<file path="src/rtl/pipe_hazard_ctrl.sv">
// Stall/flush sequencer for the 5-stage pipeline: load-use, branch/jump redirect
// and a multi-cycle mult/div busy tracker that holds HI/LO consumers in ID.
module pipe_hazard_ctrl #(
    parameter int MD_CYCLES = 32,
    parameter int CNT_W     = 16
) (
    input  logic             clock,
    input  logic             reset,
    input  logic [4:0]       rs_id,
    input  logic [4:0]       rt_id,
    input  logic             uses_rt_id,
    input  logic             hilo_use_id,
    input  logic             mem_read_ex,
    input  logic [4:0]       num_write_ex,
    input  logic             md_start_ex,
    input  logic             branch_taken_ex,
    input  logic             jump_id,
    output logic             pc_stall,
    output logic             IF_ID_stall,
    output logic             IF_ID_flush,
    output logic             ID_EXE_flush,
    output logic             md_busy,
    output logic             md_done,
    output logic [CNT_W-1:0] stall_cycles
);

    // state | meaning
    // IDLE  | mult/div unit free
    // BUSY  | mult/div running, md_cnt counts down to the final cycle
    typedef enum logic {
        IDLE = 1'b0,
        BUSY = 1'b1
    } state_t;

    localparam int MD_W = 8;

    state_t           state, state_nxt;
    logic [MD_W-1:0]  md_cnt, md_cnt_nxt;
    logic [CNT_W-1:0] stall_q;
    logic             md_last;
    logic             lu, mdh, stall;

    always_ff @(posedge clock) begin
        if (reset) begin
            state   <= IDLE;
            md_cnt  <= '0;
            stall_q <= '0;
        end else begin
            state  <= state_nxt;
            md_cnt <= md_cnt_nxt;
            if (pc_stall && (stall_q != {CNT_W{1'b1}}))
                stall_q <= stall_q + 1'b1;
        end
    end

    assign md_last = (state == BUSY) && (md_cnt == '0);

    // md_start_ex during BUSY cannot happen since the issuing instruction sits stalled in ID.
    always_comb begin
        state_nxt  = state;
        md_cnt_nxt = md_cnt;
        case (state)
            IDLE: begin
                if (md_start_ex) begin
                    state_nxt  = BUSY;
                    md_cnt_nxt = MD_W'(MD_CYCLES - 1);
                end
            end
            BUSY: begin
                if (md_last)
                    state_nxt = IDLE;
                else
                    md_cnt_nxt = md_cnt - 1'b1;
            end
            default: begin
                state_nxt  = IDLE;
                md_cnt_nxt = '0;
            end
        endcase
    end

    always_comb begin
        lu = mem_read_ex && (num_write_ex != 5'd0) &&
             ((num_write_ex == rs_id) || (uses_rt_id && (num_write_ex == rt_id)));
        // The final busy cycle already releases ID so the consumer issues on the next edge.
        mdh   = hilo_use_id && (state == BUSY) && !md_last;
        stall = lu || mdh;
    end

    always_comb begin
        pc_stall     = 1'b0;
        IF_ID_stall  = 1'b0;
        IF_ID_flush  = 1'b0;
        ID_EXE_flush = 1'b0;
        if (!reset) begin
            if (branch_taken_ex) begin
                IF_ID_flush  = 1'b1;
                ID_EXE_flush = 1'b1;
            end else if (stall) begin
                pc_stall     = 1'b1;
                IF_ID_stall  = 1'b1;
                ID_EXE_flush = 1'b1;
            end else if (jump_id) begin
                IF_ID_flush = 1'b1;
            end
        end
    end

    assign md_busy      = !reset && (state == BUSY);
    assign md_done      = !reset && md_last;
    assign stall_cycles = reset ? '0 : stall_q;

endmodule
</file>
<file path="config.mk">
export PLATFORM = sky130hd
export DESIGN_NAME = pipe_hazard_ctrl
export DESIGN_NICKNAME = d
export VERILOG_FILES = /design/src/rtl/pipe_hazard_ctrl.sv
export SDC_FILE = /design/constraint.sdc
export NUM_CORES = 1
export LEC_CHECK = 0
export ABC_AREA = 1
export CAP_MARGIN = 20
export CORE_ASPECT_RATIO = 0.7
export CORE_UTILIZATION = 35
export CTS_BUF_LIST = sky130_fd_sc_hd__clkbuf_16
export CTS_CLUSTER_DIAMETER = 30
export DETAILED_ROUTE_END_ITERATION = 12
export PLACE_DENSITY = 0.72
export RECOVER_POWER = 50
export SYNTH_ARGS = -nofsm -noshare
export SYNTH_HDL_FRONTEND = slang
export SYNTH_SLANG_ARGS = --single-unit
export TNS_END_PERCENT = 20
</file>
<file path="constraint.sdc">
create_clock -name clock -period 3.5 [get_ports clock]
set_clock_uncertainty 0.15 [all_clocks]
set_input_delay 0.7 -clock clock [delete_from_list [all_inputs] [get_ports clock]]
set_output_delay 0.7 -clock clock [all_outputs]
set_load 0.01 [all_outputs]
</file>
Word-level counts from Yosys, hierarchy flattened
Index checks and enable logic that the tools add are counted.
- register bits after elaboration: 25
- input bits: 23
- output and inout port bits: 22
- word-level logic and storage cells: 43
- add/subtract/negate cells: 2
- eq/ne operators: 5
- muxes and demuxes: 16
- bitwise logic cells: 1
- reduce and logical (&&, ||, !) cells: 16
- operators with widths (cell ; count):
    adder 16 x 1 -> 16 bit, second input constant ; 1
    two-way mux 16 bit ; 1
    two-way mux 8 bit ; 2
    inequality test 16 bit, second input constant ; 1
    one-hot mux 8 bit (2 select lines) ; 1
    two-way mux 1 bit ; 11
    == test 5 bit ; 2
    logical AND 1 bit ; 9
    logical NOT 8 bit ; 1
    subtractor 8 x 1 -> 8 bit, second input constant ; 1
    nonzero test 5 bit ; 1
    inequality test 2 bit, second input constant ; 2
    logical NOT 1 bit ; 2
    logical OR 1 bit ; 2
    one-hot mux 1 bit (2 select lines) ; 1
    AND reduction 2 bit ; 1
    NOT 1 bit ; 1

Depth between registers and ports, before layout
- word-level depth: 9
- depth in mapped cells: 13
- depth with buffers taken out: 12

Least setup slack after synthesis
Ideal clock, no wire load.
- kind: input to output
- start: input port num_write_ex[3]
- end: output port pc_stall
- arrival: 1599 ps
- data required time: 2650 ps
- path slack: 1051 ps
- cell stages on the path: 12
- buffers on the path: 2
- path through: inv_2 > nand2_1 > nand2_1 > nor2_1 > nand3_1 > nand2_1 > nand2_1 > nand2_2 > buf_4 > nand2_1 > inv_1 > buf_4
- word-level cells in the longest chain between the ends: 8
- elaborated cells on any way between the ends: 11
- classes of those cells: eq/ne: 2; mux: 3; reduce/logical: 6
- ends and longest elaborated chain (item ; RTL line ; RTL):
    start, declared ; 14 ; input logic [4:0] num_write_ex,
    == test 5 bit ; 84 ; ((num_write_ex == rs_id) || (uses_rt_id && (num_write_ex == rt_id)));
    logical AND 1 bit ; 84 ;
    logical OR 1 bit ; 84 ;
    logical AND 1 bit (*) ; 83 ; lu = mem_read_ex && (num_write_ex != 5'd0) &&
    logical OR 1 bit (*) ; 87 ; stall = lu || mdh;
    two-way mux 1 bit (*) (3 in a row) ; n/a ;
    end, declared ; 18 ; output logic pc_stall,
Mark *: on every way between the ends. The rest lies on a longest branch, timed or not.

Worst setup path after layout
- start: input port num_write_ex[4]
- end: output port IF_ID_stall
- word-level cells in the longest chain between the ends: 8
- elaborated cells on any way between the ends: 11
- classes of those cells: eq/ne: 2; mux: 3; reduce/logical: 6
- ends and longest elaborated chain (item ; RTL line ; RTL):
    == test 5 bit ; 84 ;
    logical AND 1 bit ; 84 ;
    logical OR 1 bit ; 84 ;
    logical AND 1 bit (*) ; 83 ;
    logical OR 1 bit (*) ; 87 ;
    two-way mux 1 bit (*) ; 99 ; end else if (stall) begin
    two-way mux 1 bit (*) ; 96 ; if (branch_taken_ex) begin
    two-way mux 1 bit (*) ; 95 ; if (!reset) begin
    end, declared ; 19 ; output logic IF_ID_stall,
Marked as above.

==> qor.yml <==
critPathRequiredTime_ns: 2.65
tritoncts: "built"
place.gp.congestion: 0.848
avgViaCountPerCell: 4.43
holdBufCountCts: 0
cp-start-kind: "input port"
dp_cells: 426
fin_crit_sh: 0.938
cts_buffers: 3
rr_worst_depth: 13
min-delay-path-class: "register to register"
ys_seq_area_frac: 0.270
grt_antenna_before_repair: 0
syn_inst: 317
grt_pass1_wl_um: 7460
rows: 21
synth_area_sq_mm: 0.00185
clk_path_buf_depth: 2
fin_util: 0.493
path_clk_slew_ns: 0.07
drc: 0
io_buffers: 44
worst_pin_slew_ns: 0.471
dr.pass1.iters: 4
fmax_ghz: 0.304
setup_viol: 0
maxCapViolCount: 0
wirelength_um: 4290
area_delta_synth_final_pct: 31.6
h-tree-depth: 1
coreArea_sq_mm: 0.00494
antenna_left: 0
clockRootBuffer: "clkbuf_16"
power_density_mw_per_mm2: 309
drive_above_1_share: 0.0776
period_needed_ns: 3.28
grt-ovfl-total: 0
critPathCapture: "IF_ID_stall"
critPathKind: "input port to output pin"
nets: 388
post_cts_buffers: 0
clkLatencyLatePin_ns: 0.26
timing.rr.start: "md_cnt[0]$_SDFFE_PP0P_"
ys_top_cells_by_area: "dfxtp_1 (27%), nand2_1 (19%), nor2_1 (13%)"
ios: 45
post_drt_wl_per_cell_um: 9.98
ys_ff_latch: 25
reg2reg_to: "stall_q[4]$_SDFFE_PP0P_"
clock-sinks: 25
avgSynthCellArea_sq_um: 5.84
hold_viol: 0
dpl.hpwl_um: 3320
outcome: "completed"
cp.arrival_ns: 2.43
netlist.area_leader.share: 0.270
antenna_cells: 0
grt_max_degree: 22
tns_ns: 0
grt_pass1_vias: 1721
postCtsResizedCells: 0
die_y_um: 62.8
synth_top_area_cell: "dfxtp_1"
die-area_sq_mm: 0.00559
route.vias.total: 1905
start_util: 0.375
worstSetupEndpointType: "output pin"
synth_cell_types: 25
synthesis.nets: 343
p_leak_uw: 0.00119
ys_warn_count: 0
gr-usage-all-layers: 0.165
relSlewSlack: 0.686
final_cells: 430
r2r_slack_ns: 0.96
drt_iter0_drc: 100
rsz0062_at_grt: "no"
crit_path_start: "num_write_ex[4]"
die_w_um: 88.9
maxSlewViolCount: 0
critPathMaxFanout: 4
max-vdd-ir-drop_mv: 0.187
cell families after synthesis:
family | Yosys count | synth area share
simple gates | 192 | 0.448
buf+inv | 67 | 0.148
flops | 25 | 0.270
compound gates | 15 | 0.0426
xor+xnor | 15 | 0.0710
fa+ha+maj | 3 | 0.0203
per-layer routing:
| layer | track usage | vias to the layer above | routed length [um] |
|---|---|---|---|
| met4 | 0.0181 | 0 | 14 |
| met3 | 0.0410 | 2 | 302 |
| li1 | - | 1035 | - |
| met5 | 0 | - | 0 |
| met1 | 0.242 | 821 | 2290 |
| met2 | 0.247 | 47 | 1680 |
area by class of cell:
class                      instances  area [sq um]
clock inverter                     1          5.00
inverter                          58           218
multi-input combinational        225          1080
clock buffer                       3          75.1
timing repair buffer              49           474
tap                               69          86.3
fill                             508          2500
sequential                        25           500
cell usage in the layout, fill, tap and decap left out, types with 2 or more instances in the layout:
cell type	instances
clkbuf_16	3
inv_2	9
nor3_1	4
nor2_1	62
ha_1	3
nand3_2	2
buf_4	4
inv_1	48
o21ai_0	7
xor2_1	12
xnor2_1	3
nand3_1	10
nor2_4	4
a21oi_1	6
nand2_2	3
nand4_1	10
clkdlybuf4s50_1	43
dfxtp_1	25
nand2_1	94
sequential cells by signal (all words and copies together), names as in the netlist:
| name | count |
|---|---|
| md_cnt | 8 |
| state | 1 |
| stall_q | 16 |
worst max-delay path, cell delays in order:
cell	delay (ns)
clkdlybuf4s50_1	0.56
inv_1	0.06
nand2_1	0.05
nand2_1	0.05
nor2_1	0.09
nand3_1	0.06
nand2_1	0.06
nand2_1	0.07
nand2_2	0.08
nand2_1	0.05
inv_1	0.07
clkdlybuf4s50_1	0.53
Yosys cell counts:
cell / n
buf_4: 2
o21ai_0: 7
buf_6: 2
o31ai_1: 1
a31oi_1: 1
inv_1: 46
xnor2_1: 3
nand4_1: 10
nand2_1: 94
dfxtp_1: 25
nor2_4: 4
xor2_1: 12
ha_1: 3
nor3b_1: 1
nor2_1: 62
nor2_2: 1
buf_1: 2
inv_2: 12
nand3_1: 10
nand2_2: 3
nand4_2: 1
a21oi_1: 6
nor3_1: 4
clkbuf_1: 3
nand3_2: 2
worst min-delay path by stage:
| stage | from | endpoint | slack (ns) | depth (start not counted) |
|---|---|---|---|---|
| 2_1_floorplan | md_cnt[7]$_SDFFE_PP0P_ | md_cnt[7]$_SDFFE_PP0P_ | 0.32 | 2 |
| 3_3_place_gp | md_cnt[7]$_SDFFE_PP0P_ | md_cnt[7]$_SDFFE_PP0P_ | 0.34 | 2 |
| 3_5_place_dp | md_cnt[7]$_SDFFE_PP0P_ | md_cnt[7]$_SDFFE_PP0P_ | 0.35 | 2 |
| 4_1_cts | md_cnt[7]$_SDFFE_PP0P_ | md_cnt[7]$_SDFFE_PP0P_ | 0.36 | 2 |
| 5_1_grt | md_cnt[7]$_SDFFE_PP0P_ | md_cnt[7]$_SDFFE_PP0P_ | 0.38 | 2 |
| 6_report | md_cnt[7]$_SDFFE_PP0P_ | md_cnt[7]$_SDFFE_PP0P_ | 0.36 | 2 |
where the power goes:
part / internal, uW / total [uW] / switching [uW]
Sequential: 302 / 316 / 14.3
Combinational: 80.9 / 181 / 99.9
Clock: 154 / 256 / 102
Total: 537 / 753 / 216
stage by stage:
stage / setup WS [ns] / instance area [sq um] / hold WS [ns] / total power [uW]
6_report: 0.216 / 2430 / 0.356 / 753
5_1_grt: 0.0238 / 2430 / 0.384 / 802
4_1_cts: 0.202 / 2440 / 0.356 / 762
3_5_place_dp: 0.209 / 2360 / 0.346 / 505
3_3_place_gp: 0.204 / 2360 / 0.337 / 503
2_1_floorplan: 1.05 / 1850 / 0.319 / 439
No activity file was read; power rests on OpenSTA's default activity.
